## src/rtl/ramio_fifo.sv

```systemverilog
// ramio_fifo: CPU data-port bridge to cache, buffered UART TX/RX and LED bank.
// RAM accesses are lane-formatted; the top four byte addresses are mapped I/O.
module ramio_fifo #(
    parameter int ADDRESS_BITWIDTH  = 32,
    parameter int DATA_WIDTH        = 32,
    parameter int LED_COUNT         = 4,
    parameter int TX_DEPTH_BITWIDTH = 3,
    parameter int RX_DEPTH_BITWIDTH = 3
) (
    input  logic                        clk,
    input  logic                        rst_n,
    input  logic                        i_enable,
    input  logic [1:0]                  i_write_type,
    input  logic [2:0]                  i_read_type,
    input  logic [ADDRESS_BITWIDTH-1:0] i_address,
    input  logic [DATA_WIDTH-1:0]       i_data_in,
    output logic [DATA_WIDTH-1:0]       o_data_out,
    output logic                        o_data_out_ready,
    output logic                        o_busy,
    output logic [LED_COUNT-1:0]        o_led,
    output logic                        o_ram_enable,
    output logic [ADDRESS_BITWIDTH-1:0] o_ram_address,
    output logic [3:0]                  o_ram_write_enable,
    output logic [31:0]                 o_ram_data_in,
    input  logic [31:0]                 i_ram_data_out,
    input  logic                        i_ram_data_out_ready,
    input  logic                        i_ram_busy,
    output logic [7:0]                  o_tx_data,
    output logic                        o_tx_go,
    input  logic                        i_tx_bsy,
    input  logic [7:0]                  i_rx_data,
    input  logic                        i_rx_dr,
    output logic                        o_rx_go
);
    localparam int TD = TX_DEPTH_BITWIDTH;
    localparam int RD = RX_DEPTH_BITWIDTH;
    localparam logic [ADDRESS_BITWIDTH-1:0] ADDR_LEDS        = '1;
    localparam logic [ADDRESS_BITWIDTH-1:0] ADDR_UART_OUT    = ADDR_LEDS - 1'b1;
    localparam logic [ADDRESS_BITWIDTH-1:0] ADDR_UART_IN     = ADDR_LEDS - 2'd2;
    localparam logic [ADDRESS_BITWIDTH-1:0] ADDR_UART_STATUS = ADDR_LEDS - 2'd3;

    typedef enum logic [1:0] {S_IDLE, S_START, S_RUN} tx_state_t;

    tx_state_t          r_tx_st;
    logic [7:0]         r_tx_mem [2**TD];
    logic [7:0]         r_rx_mem [2**RD];
    logic [TD:0]        r_tx_wp, r_tx_rp;
    logic [RD:0]        r_rx_wp, r_rx_rp;
    logic [7:0]         r_tx_data, r_tx_last;
    logic               r_tx_go, r_rx_go, r_ovr;
    logic [LED_COUNT-1:0] r_led;

    logic        w_is_led, w_is_out, w_is_in, w_is_stat, w_io, w_ram;
    logic [1:0]  w_off;
    logic [3:0]  w_we;
    logic [7:0]  w_rb, w_rx_head;
    logic [15:0] w_rh;
    logic        w_sx;
    logic [31:0] w_ram_rd, w_io_rd, w_status;
    logic        w_tx_empty, w_tx_full, w_rx_ne, w_rx_full, w_tx_idle;
    logic        w_tx_wr, w_tx_push, w_tx_pop, w_rx_pop, w_rx_acc, w_rx_push;
    logic        w_ovr_set, w_stat_clr, w_led_wr;

    assign w_is_led  = i_address == ADDR_LEDS;
    assign w_is_out  = i_address == ADDR_UART_OUT;
    assign w_is_in   = i_address == ADDR_UART_IN;
    assign w_is_stat = i_address == ADDR_UART_STATUS;
    assign w_io      = w_is_led | w_is_out | w_is_in | w_is_stat;
    assign w_ram     = i_enable & ~w_io;
    assign w_off     = i_address[1:0];

    assign w_we = i_write_type == 2'b11 ? 4'b1111 :
                  i_write_type == 2'b01 ? 4'b0001 << w_off :
                  i_write_type == 2'b10 && !w_off[0] ? (w_off[1] ? 4'b1100 : 4'b0011) : 4'b0000;
    assign o_ram_data_in = i_write_type == 2'b01 ? {24'b0, i_data_in[7:0]} << {w_off, 3'b000} :
                           i_write_type == 2'b10 ? (w_off[1] ? {i_data_in[15:0], 16'b0} : {16'b0, i_data_in[15:0]}) :
                           i_data_in;
    assign o_ram_write_enable = w_ram ? w_we : 4'b0000;
    assign o_ram_enable       = w_ram;
    assign o_ram_address      = {i_address[ADDRESS_BITWIDTH-1:2], 2'b00};

    assign w_rb = 8'(i_ram_data_out >> {w_off, 3'b000});
    assign w_rh = w_off[1] ? i_ram_data_out[31:16] : i_ram_data_out[15:0];
    assign w_sx = i_read_type[2];
    assign w_ram_rd = i_read_type[1:0] == 2'b01 ? {{24{w_sx & w_rb[7]}}, w_rb} :
                      i_read_type[1:0] == 2'b10 && !w_off[0] ? {{16{w_sx & w_rh[15]}}, w_rh} :
                      i_read_type[1:0] == 2'b11 ? i_ram_data_out : 32'b0;

    assign w_tx_empty = r_tx_wp == r_tx_rp;
    assign w_tx_full  = (r_tx_wp[TD] != r_tx_rp[TD]) && (r_tx_wp[TD-1:0] == r_tx_rp[TD-1:0]);
    assign w_rx_ne    = r_rx_wp != r_rx_rp;
    assign w_rx_full  = (r_rx_wp[RD] != r_rx_rp[RD]) && (r_rx_wp[RD-1:0] == r_rx_rp[RD-1:0]);
    assign w_tx_idle  = w_tx_empty && r_tx_st == S_IDLE;
    assign w_rx_head  = w_rx_ne ? r_rx_mem[r_rx_rp[RD-1:0]] : 8'h00;
    assign w_status   = {28'b0, r_ovr, w_tx_idle, w_tx_full, w_rx_ne};

    assign w_io_rd = w_is_stat ? w_status :
                     w_is_led ? 32'(r_led) :
                     i_read_type != 3'b001 ? 32'b0 :
                     w_is_in ? {24'b0, w_rx_head} : {24'b0, r_tx_last};

    assign o_data_out       = w_io ? w_io_rd : w_ram_rd;
    assign o_data_out_ready = w_io | i_ram_data_out_ready;
    assign o_busy           = w_io ? w_tx_wr & w_tx_full : i_ram_busy;

    // A stalled TX write retries every cycle and lands on the first edge with a free slot
    assign w_tx_wr    = i_enable & w_is_out & (i_write_type == 2'b01);
    assign w_tx_push  = w_tx_wr & ~w_tx_full;
    assign w_tx_pop   = r_tx_st == S_IDLE && !w_tx_empty && !i_tx_bsy;
    assign w_rx_pop   = i_enable & w_is_in & (i_read_type == 3'b001) & w_rx_ne;
    assign w_stat_clr = i_enable & w_is_stat & (i_read_type != 3'b000);
    assign w_led_wr   = i_enable & w_is_led & (i_write_type != 2'b00);
    assign w_rx_acc   = i_rx_dr & r_rx_go;
    assign w_rx_push  = w_rx_acc & (~w_rx_full | w_rx_pop);
    assign w_ovr_set  = w_rx_acc & ~w_rx_push;

    always_ff @(posedge clk) if (w_tx_push) r_tx_mem[r_tx_wp[TD-1:0]] <= i_data_in[7:0];
    always_ff @(posedge clk) if (w_rx_push) r_rx_mem[r_rx_wp[RD-1:0]] <= i_rx_data;

    always_ff @(posedge clk or negedge rst_n)
        if (!rst_n) begin
            r_tx_wp   <= '0;
            r_tx_rp   <= '0;
            r_rx_wp   <= '0;
            r_rx_rp   <= '0;
            r_tx_last <= 8'h00;
            r_rx_go   <= 1'b1;
            r_ovr     <= 1'b0;
            r_led     <= '1;
        end else begin
            r_tx_wp   <= r_tx_wp + {{TD{1'b0}}, w_tx_push};
            r_tx_rp   <= r_tx_rp + {{TD{1'b0}}, w_tx_pop};
            r_rx_wp   <= r_rx_wp + {{RD{1'b0}}, w_rx_push};
            r_rx_rp   <= r_rx_rp + {{RD{1'b0}}, w_rx_pop};
            r_tx_last <= w_tx_push ? i_data_in[7:0] : r_tx_last;
            r_rx_go   <= ~w_rx_acc;
            r_ovr     <= w_ovr_set | (r_ovr & ~w_stat_clr);
            r_led     <= w_led_wr ? i_data_in[LED_COUNT-1:0] : r_led;
        end

    always_ff @(posedge clk or negedge rst_n)
        if (!rst_n) begin
            r_tx_st   <= S_IDLE;
            r_tx_data <= 8'h00;
            r_tx_go   <= 1'b0;
        end else begin
            case (r_tx_st)
                S_IDLE: if (w_tx_pop) begin
                    r_tx_data <= r_tx_mem[r_tx_rp[TD-1:0]];
                    r_tx_go   <= 1'b1;
                    r_tx_st   <= S_START;
                end
                S_START: if (i_tx_bsy) r_tx_st <= S_RUN;
                S_RUN: if (!i_tx_bsy) begin
                    r_tx_go <= 1'b0;
                    r_tx_st <= S_IDLE;
                end
                default: r_tx_st <= S_IDLE;
            endcase
        end

    assign o_tx_data = r_tx_data;
    assign o_tx_go   = r_tx_go;
    assign o_rx_go   = r_rx_go;
    assign o_led     = r_led;
endmodule
```

## config.mk

```make
export PLATFORM = sky130hd
export DESIGN_NAME = ramio_fifo
export DESIGN_NICKNAME = d
export VERILOG_FILES = /design/src/rtl/ramio_fifo.sv
export SDC_FILE = /design/constraint.sdc
export NUM_CORES = 1
export LEC_CHECK = 0
export CAP_MARGIN = 10
export CORE_MARGIN = 3
export CORE_UTILIZATION = 44
export CTS_CLUSTER_DIAMETER = 40
export CTS_CLUSTER_SIZE = 30
export DETAILED_ROUTE_END_ITERATION = 12
export PLACE_DENSITY_LB_ADDON = 0.08
export SETUP_SLACK_MARGIN = 0.1
export SKIP_LAST_GASP = 1
export SYNTH_ARGS = -nofsm -noshare
export SYNTH_HDL_FRONTEND = slang
export SYNTH_SLANG_ARGS = --single-unit
```

## constraint.sdc

```tcl
create_clock -name clk -period 3.8 [get_ports clk]
set_clock_uncertainty 0.2 [all_clocks]
set_input_delay 1.14 -clock clk [delete_from_list [all_inputs] [get_ports clk]]
set_output_delay 1.14 -clock clk [all_outputs]
set_load 0.02 [all_outputs]
```

==> flow_summary.json, run 1 <==
{
  "cts_tree": "yes",
  "wl_um": 27900,
  "crit_path_cell_trace": "buf_2 > nand4_1 > nor4_4 > buf_4 > nand2_8 > buf_8 > o41ai_4 > buf_4",
  "setup_slack_ns": -0.229,
  "dp_hpwl_um": 19800,
  "yosysSeqAreaShare_pct": 57.6,
  "peakVddDrop_v": 0.000379,
  "drtIter0Drc": 534,
  "die_area_mm2": 0.0209,
  "endpoint_kind": "output port",
  "htreeDepth": 4,
  "p_seq_share_pct": 42.9,
  "slowest_stage": "nor4_4",
  "clock_latency_ns": 0.43,
  "crit_top_cell": "buf_4",
  "finalHoldViolCount": 0,
  "p_leak_nw": 5.15,
  "grt_pass1_vias": 7201,
  "async_flop_share_pct": 24.3,
  "power_switching_mw": 1.35,
  "io_pins": 233,
  "root_buffer": "clkbuf_16",
  "placementRows": 50,
  "clock_path_buffers": 2,
  "core-area_mm2": 0.0188,
  "overflow": 0,
  "worst-path-buf-inv": 4,
  "crit_path_start_kind": "input pin",
  "grt_pass1_wl_um": 41000,
  "drc_errors": 0,
  "path_class": "in2out",
  "utilization_pct": 70.6,
  "netlist_area_mm2": 0.00847,
  "timing.max_slew.rel_slack_pct": 37.3,
  "setup_tns_ns": -3.89,
  "nets": 1105,
  "cts_buffers": 17,
  "maxClockFrequency_mhz": 248,
  "routedWlPerCell_um": 22.2,
  "place.gp.congestion": 0.891,
  "ant_nets": 0,
  "antenna_found_initial": 1,
  "grt_util_all_layers_pct": 26.0,
  "final-max-slew-violation-count": 0,
  "cp.required_ns": 2.46,
  "power_mw": 4.98,
  "slowest_delay_ns": 0.37,
  "drive_gt1_share_pct": 45.9,
  "syn_area_per_cell_um2": 13.0,
  "violations": "setup timing",
  "synth_edf_count": 128,
  "stdcell_count": 1254,
  "clk_pin_slew_ns": 0.07,
  "yosysWarnings": 0,
  "outcome": "finished with violations",
  "port-buffer-count": 230,
  "vias_per_cell": 5.64,
  "area_growth_pct": 56.9,
  "n_antenna_cell": 0,
  "p_comb_share_pct": 22.6,
  "setup_viol": 38,
  "die_h_um": 145,
  "dp.cells": 1194,
  "yosys_register_bits": 169,
  "worst_pin_slew_ns": 0.940,
  "grt_setup_unrepaired": "yes",
  "cp.arrival_ns": 2.69,
  "fin_crit_sh_pct": 106,
  "netlist_instances": 654,
  "max-cap-violations": 0,
  "grt_max_degree": 42,
  "switching_share_pct": 27.2,
  "synthFlopType": "edfxtp_1",
  "first_pass_iters": 5,
  "cp_top_family": "buffers and inverters",
  "route.vias.total": 7077,
  "p_clk_share_pct": 34.5,
  "p_per_area_mw_per_mm2": 375,
  "timing.final.crit_period_ns": 4.03,
  "clock_sinks": 169,
  "initial_core_util_pct": 45.0,
  "worstPathMaxFanout": 6,
  "die_w_um": 145,
  "ys_types": 51,
  "hold_class": "reg2reg",
  "intPower_mw": 3.63
}
## cells by family (layout without fill, tap and decap cells)
| logic type | after synthesis | after routing | share of synthesized area, % |
|---|---|---|---|
| compound gates | 158 | 158 | 11.1 |
| xor+xnor | 17 | 17 | 1.76 |
| fa+ha+maj | 9 | 9 | 1.30 |
| buf+inv | 81 | 420 | 5.16 |
| flops | 169 | 169 | 57.6 |
| mux | 68 | 68 | 13.7 |
| other cells | 1 | 2 | 0.0443 |
| simple gates | 151 | 151 | 9.40 |
## worst reg2reg max path, cell delays in order, from the launching register on
cell and delay [ns]:
dfrtp_1 0.49, xnor2_1 0.18, nand3_1 0.20, nor2_1 0.14, buf_4 0.17, or4b_1 0.58, nor3_1 0.17, buf_4 0.22
## metal layers
layer	vias up	part of all wire (%)	track usage, %
met1	3597	39	33.9
li1	3153	-	-
met3	69	4.5	4.83
met5	-	0.047	0
met2	256	53	44.1
met4	2	3.2	8.64
## stage by stage
step / setup slack, ns / hold WS (ns) / area [um2]
floorplan: -0.0190 / 0.261 / 8670
global placement: -1.07 / 0.267 / 11900
detailed placement: -1.08 / 0.273 / 11900
CTS: -0.135 / 0.288 / 12900
global route: -0.273 / 0.314 / 13300
finish: -0.229 / 0.285 / 13300
## synth_stat cells, drive strengths merged, types with 6 or more instances
library cell	instances	share of area, %
a21oi	40	2.4
a221oi	8	0.83
a22o	8	0.83
a22oi	24	2.1
and2	12	0.89
and3	11	0.81
buf	47	3.6
clkbuf	28	1.2
dfrtp	36	11
edfxtp	128	45
ha	8	1.2
mux2	20	2.8
mux2i	13	1.5
mux4	35	9.3
nand2	48	2.2
nand3	11	0.65
nand4	9	0.66
nor2	21	0.93
nor2b	6	0.44
nor3	11	0.71
o21ai	67	4.0
xnor2	8	0.83
xor2	9	0.93
## registers in the layout, summed over array words and instances (netlist names)
name / count
r_tx_mem: 64
o_tx_go: 1
r_rx_rp: 4
o_led: 4
o_rx_go: 1
r_rx_mem: 64
r_tx_wp: 4
r_tx_last: 8
r_rx_wp: 4
r_ovr: 1
r_tx_st: 2
o_tx_data: 8
r_tx_rp: 4
## final cells by class
class | count | area, um2
Inverter | 6 | 23.8
Multi-Input combinational cell | 405 | 3890
Clock buffer | 17 | 425
Timing Repair Buffer | 382 | 3590
Clock inverter | 15 | 164
Fill cell | 1288 | 5540
Sequential cell | 169 | 4880
Tap cell | 260 | 325
## repair_timing
action | CTS | global route
gates cloned | 7 | 0
buffers inserted | 18 | 6
hold endpoints to repair | 0 | 0
gates resized for setup | 629 | 104
pin swaps | 39 | 27
hold buffers | 0 | 0
setup endpoints to repair | 185 | 71
## cells in the final DEF (no fill, tap or decap), drive strengths merged, types with 13 or more instances in the layout
| master | count |
|---|---|
| a22oi | 24 |
| dfrtp | 36 |
| edfxtp | 128 |
| a21oi | 40 |
| o21ai | 67 |
| buf | 255 |
| nand2 | 48 |
| clkdlybuf4s50 | 115 |
| nor2 | 21 |
| mux2i | 13 |
| mux2 | 20 |
| mux4 | 35 |
| clkbuf | 19 |
## power groups by stage
stage | logic (mW) | registers, mW | clock network [mW]
after floorplan | 0.479 | 2.17 | 0
after CTS | 1.07 | 2.14 | 1.75
after detailed placement | 1.02 | 2.17 | 0
after global placement | 1.00 | 2.17 | 0
final | 1.13 | 2.14 | 1.72
after global routing | 1.20 | 2.15 | 1.83
## path summary, 6_finish.rpt
kind                                     startpoint                       end  slack (ns)  depth (start not counted)
max                                    i_address[6]                    o_busy       -0.23                          8
min                        o_tx_data[7]$_DFFE_PN0P_  o_tx_data[7]$_DFFE_PN0P_        0.29                          2
max reg2reg                    r_tx_wp[2]$_DFF_PN0_  r_tx_mem[1][1]$_DFFE_PP_        1.14                          7
min reg2reg                o_tx_data[7]$_DFFE_PN0P_  o_tx_data[7]$_DFFE_PN0P_        0.29                          2
max in group asynchronous                     rst_n  r_tx_last[1]$_DFFE_PN0P_        2.14                          1
min in group asynchronous                     rst_n  o_tx_data[3]$_DFFE_PN0P_        0.65                          1
Power figures use the tool's default switching activity.
==> run 2, diff against run 1 <==
--- a/config.mk
+++ b/config.mk
@@ -11,6 +11,7 @@
 export CTS_CLUSTER_DIAMETER = 40
 export CTS_CLUSTER_SIZE = 30
 export DETAILED_ROUTE_END_ITERATION = 12
+export MAX_ROUTING_LAYER = met4
 export PLACE_DENSITY_LB_ADDON = 0.08
 export SETUP_SLACK_MARGIN = 0.1
 export SKIP_LAST_GASP = 1
==> run 2 against run 1 <==
The run still ends with setup timing left. Global-route usage is 0.74 points higher. Setup slack improved by 0.10 ns. Clock-buffer cell count is 6 higher. Worst hold slack got worse by 0.0075 ns. Wire length is 0.94% lower.
==> flow_summary.json, run 2 (same netlist as run 1, synthesis figures left out) <==
{
  "p_seq_share_pct": 42.5,
  "antenna_found_initial": 1,
  "io_pins": 233,
  "p_per_area_mw_per_mm2": 372,
  "most-common-layout-cells": "129 x buf_4, 128 x edfxtp_1, 105 x clkdlybuf4s50_1",
  "place_ws_ns": -1.04,
  "nets": 1109,
  "peakVddDrop_v": 0.000351,
  "die_area_mm2": 0.0209,
  "setup_slack_ns": -0.124,
  "vias_per_cell": 5.61,
  "p_comb_share_pct": 22.7,
  "htreeDepth": 4,
  "postPlaceCellArea_mm2": 0.0119,
  "stdcell_count": 1260,
  "die_h_um": 145,
  "clock_sinks": 169,
  "cp.depth": 9,
  "reg2reg_slack_ns": 1.13,
  "intPower_mw": 3.68,
  "port-buffer-count": 230,
  "path_class": "in2out",
  "cp.arrival_ns": 2.58,
  "timing.max_slew.rel_slack_pct": 35.7,
  "worst_r2r_path_depth": 7,
  "cts_buffers": 17,
  "timing.final.crit_period_ns": 3.92,
  "route.vias.total": 7071,
  "fill_cells": 1228,
  "max-cap-violations": 0,
  "root_buffer": "clkbuf_16",
  "clock_path_buffers": 2,
  "overflow": 0,
  "holdPathStages": 2,
  "holdWs_ns": 0.278,
  "cp_top_family": "buffers and inverters",
  "worst-path-buf-inv": 4,
  "grt_max_degree": 42,
  "wl_um": 27600,
  "initial_core_util_pct": 45.0,
  "ant_nets": 0,
  "grt_pass1_wl_um": 40800,
  "p_leak_nw": 5.29,
  "maxClockFrequency_mhz": 255,
  "worst_pin_slew_ns": 0.965,
  "regArea_mm2": 0.00488,
  "worstPathMaxFanout": 8,
  "final_common_cell": "buf_4",
  "final-max-slew-violation-count": 0,
  "routedWlPerCell_um": 21.9,
  "place.gp.congestion": 0.914,
  "drive_gt1_share_pct": 46.8,
  "cp.required_ns": 2.46,
  "grt_util_all_layers_pct": 26.7,
  "outcome": "finished with violations",
  "fin_crit_sh_pct": 103,
  "finalHoldViolCount": 0,
  "slowest_delay_ns": 0.27,
  "grt_pass1_vias": 7340,
  "power_mw": 5.02,
  "dp_hpwl_um": 19500,
  "core-area_mm2": 0.0188,
  "drtIter0Drc": 534,
  "die_w_um": 145,
  "drc_errors": 0,
  "cts_tree": "yes",
  "placementRows": 50,
  "grt_setup_unrepaired": "yes",
  "area_growth_pct": 59.4,
  "crit_path_start_kind": "input pin",
  "hold_class": "reg2reg",
  "p_clk_share_pct": 34.7,
  "setup_viol": 31,
  "violations": "setup timing",
  "multi_input_area_mm2": 0.00397,
  "power_switching_mw": 1.34,
  "endpoint_kind": "output port",
  "clk_pin_slew_ns": 0.06,
  "slowest_stage": "a21o_1",
  "dp.cells": 1195,
  "cts_hold_buffers": 0,
  "clock_latency_ns": 0.43,
  "first_pass_iters": 5,
  "crit_path_cell_trace": "buf_8 > buf_12 > mux2i_4 > mux2i_1 > a21o_1 > nand2_8 > buf_16 > a21oi_4 > buf_6",
  "stdcell_area_mm2": 0.0135,
  "switching_share_pct": 26.7
}
==> run 2: cell types whose count changed in the layout (fill, tap and decap cells not counted), moves of 4 or more <==
cell | previous run | this run
a21oi_1 | 13 | 9
clkbuf_16 | 17 | 22
and3_4 | 10 | 5
a21oi_4 | 19 | 23
dlygate4sd2_1 | 6 | 13
o21ai_2 | 5 | 9
clkdlybuf4s50_1 | 115 | 105
buf_4 | 125 | 129
buf_2 | 38 | 29
and3_1 | 1 | 6
==> run 2: layer usage <==
layer / track usage [%] / part of all wire, % / vias up / wire length, um
li1: - / - / 3160 / -
met1: 33.2 / 39 / 3548 / 10700
met4: 9.52 / 3.1 / 0 / 845
met5: - / 0 / - / 0
met2: 44.5 / 53 / 284 / 14600
met3: 4.50 / 5.2 / 79 / 1440
==> run 2: through the flow <==
stage | TNS [ns] | utilization [%]
final | -2.55 | 71.7
after global routing | -4.03 | 71.7
after CTS | -0.937 | 68.4
after detailed placement | -117.91 | 63.0
after global placement | -109.92 | 63.0
after floorplan | -0.313 | -
==> run 2: layout make-up <==
cell class / count / share of cell area, %
timing repair buffer: 385 / 27.3
tap: 260 / 2.41
sequential: 169 / 36.1
inverter: 6 / 0.204
clock buffer: 23 / 4.02
antenna: 2 / 0.0371
multi-input combinational: 406 / 29.4
clock inverter: 9 / 0.537
==> run 2: worst paths after layout <==
path	startpoint	end
min	o_tx_data[3]$_DFFE_PN0P_	o_tx_data[3]$_DFFE_PN0P_
min reg2reg	o_tx_data[3]$_DFFE_PN0P_	o_tx_data[3]$_DFFE_PN0P_
max reg2reg	r_tx_wp[2]$_DFF_PN0_	r_tx_mem[1][1]$_DFFE_PP_
max in group asynchronous	rst_n	r_tx_last[1]$_DFFE_PN0P_
min in group asynchronous	rst_n	o_tx_data[4]$_DFFE_PN0P_
max	i_address[1]	o_data_out[30]
==> run 2: what timing repair did <==
item,4_1_cts,5_1_grt
endpoints found under the setup margin,173,71
setup buffers,12,10
pin swaps,36,43
gates resized for setup,609,143
cloned,8,1
==> run 2: power groups by stage <==
stage	Combinational, mW	Clock, mW	Sequential [mW]
after floorplan	0.479	0	2.17
after global placement	1.00	0	2.17
after detailed placement	1.02	0	2.17
after CTS	1.05	1.77	2.13
after global routing	1.21	1.85	2.14
final	1.14	1.74	2.13
==> run 2: worst min-delay path: stages (launching register included) <==
cell and delay [ns]:
dfrtp_1 0.34, nand2_1 0.05, o21ai_0 0.06
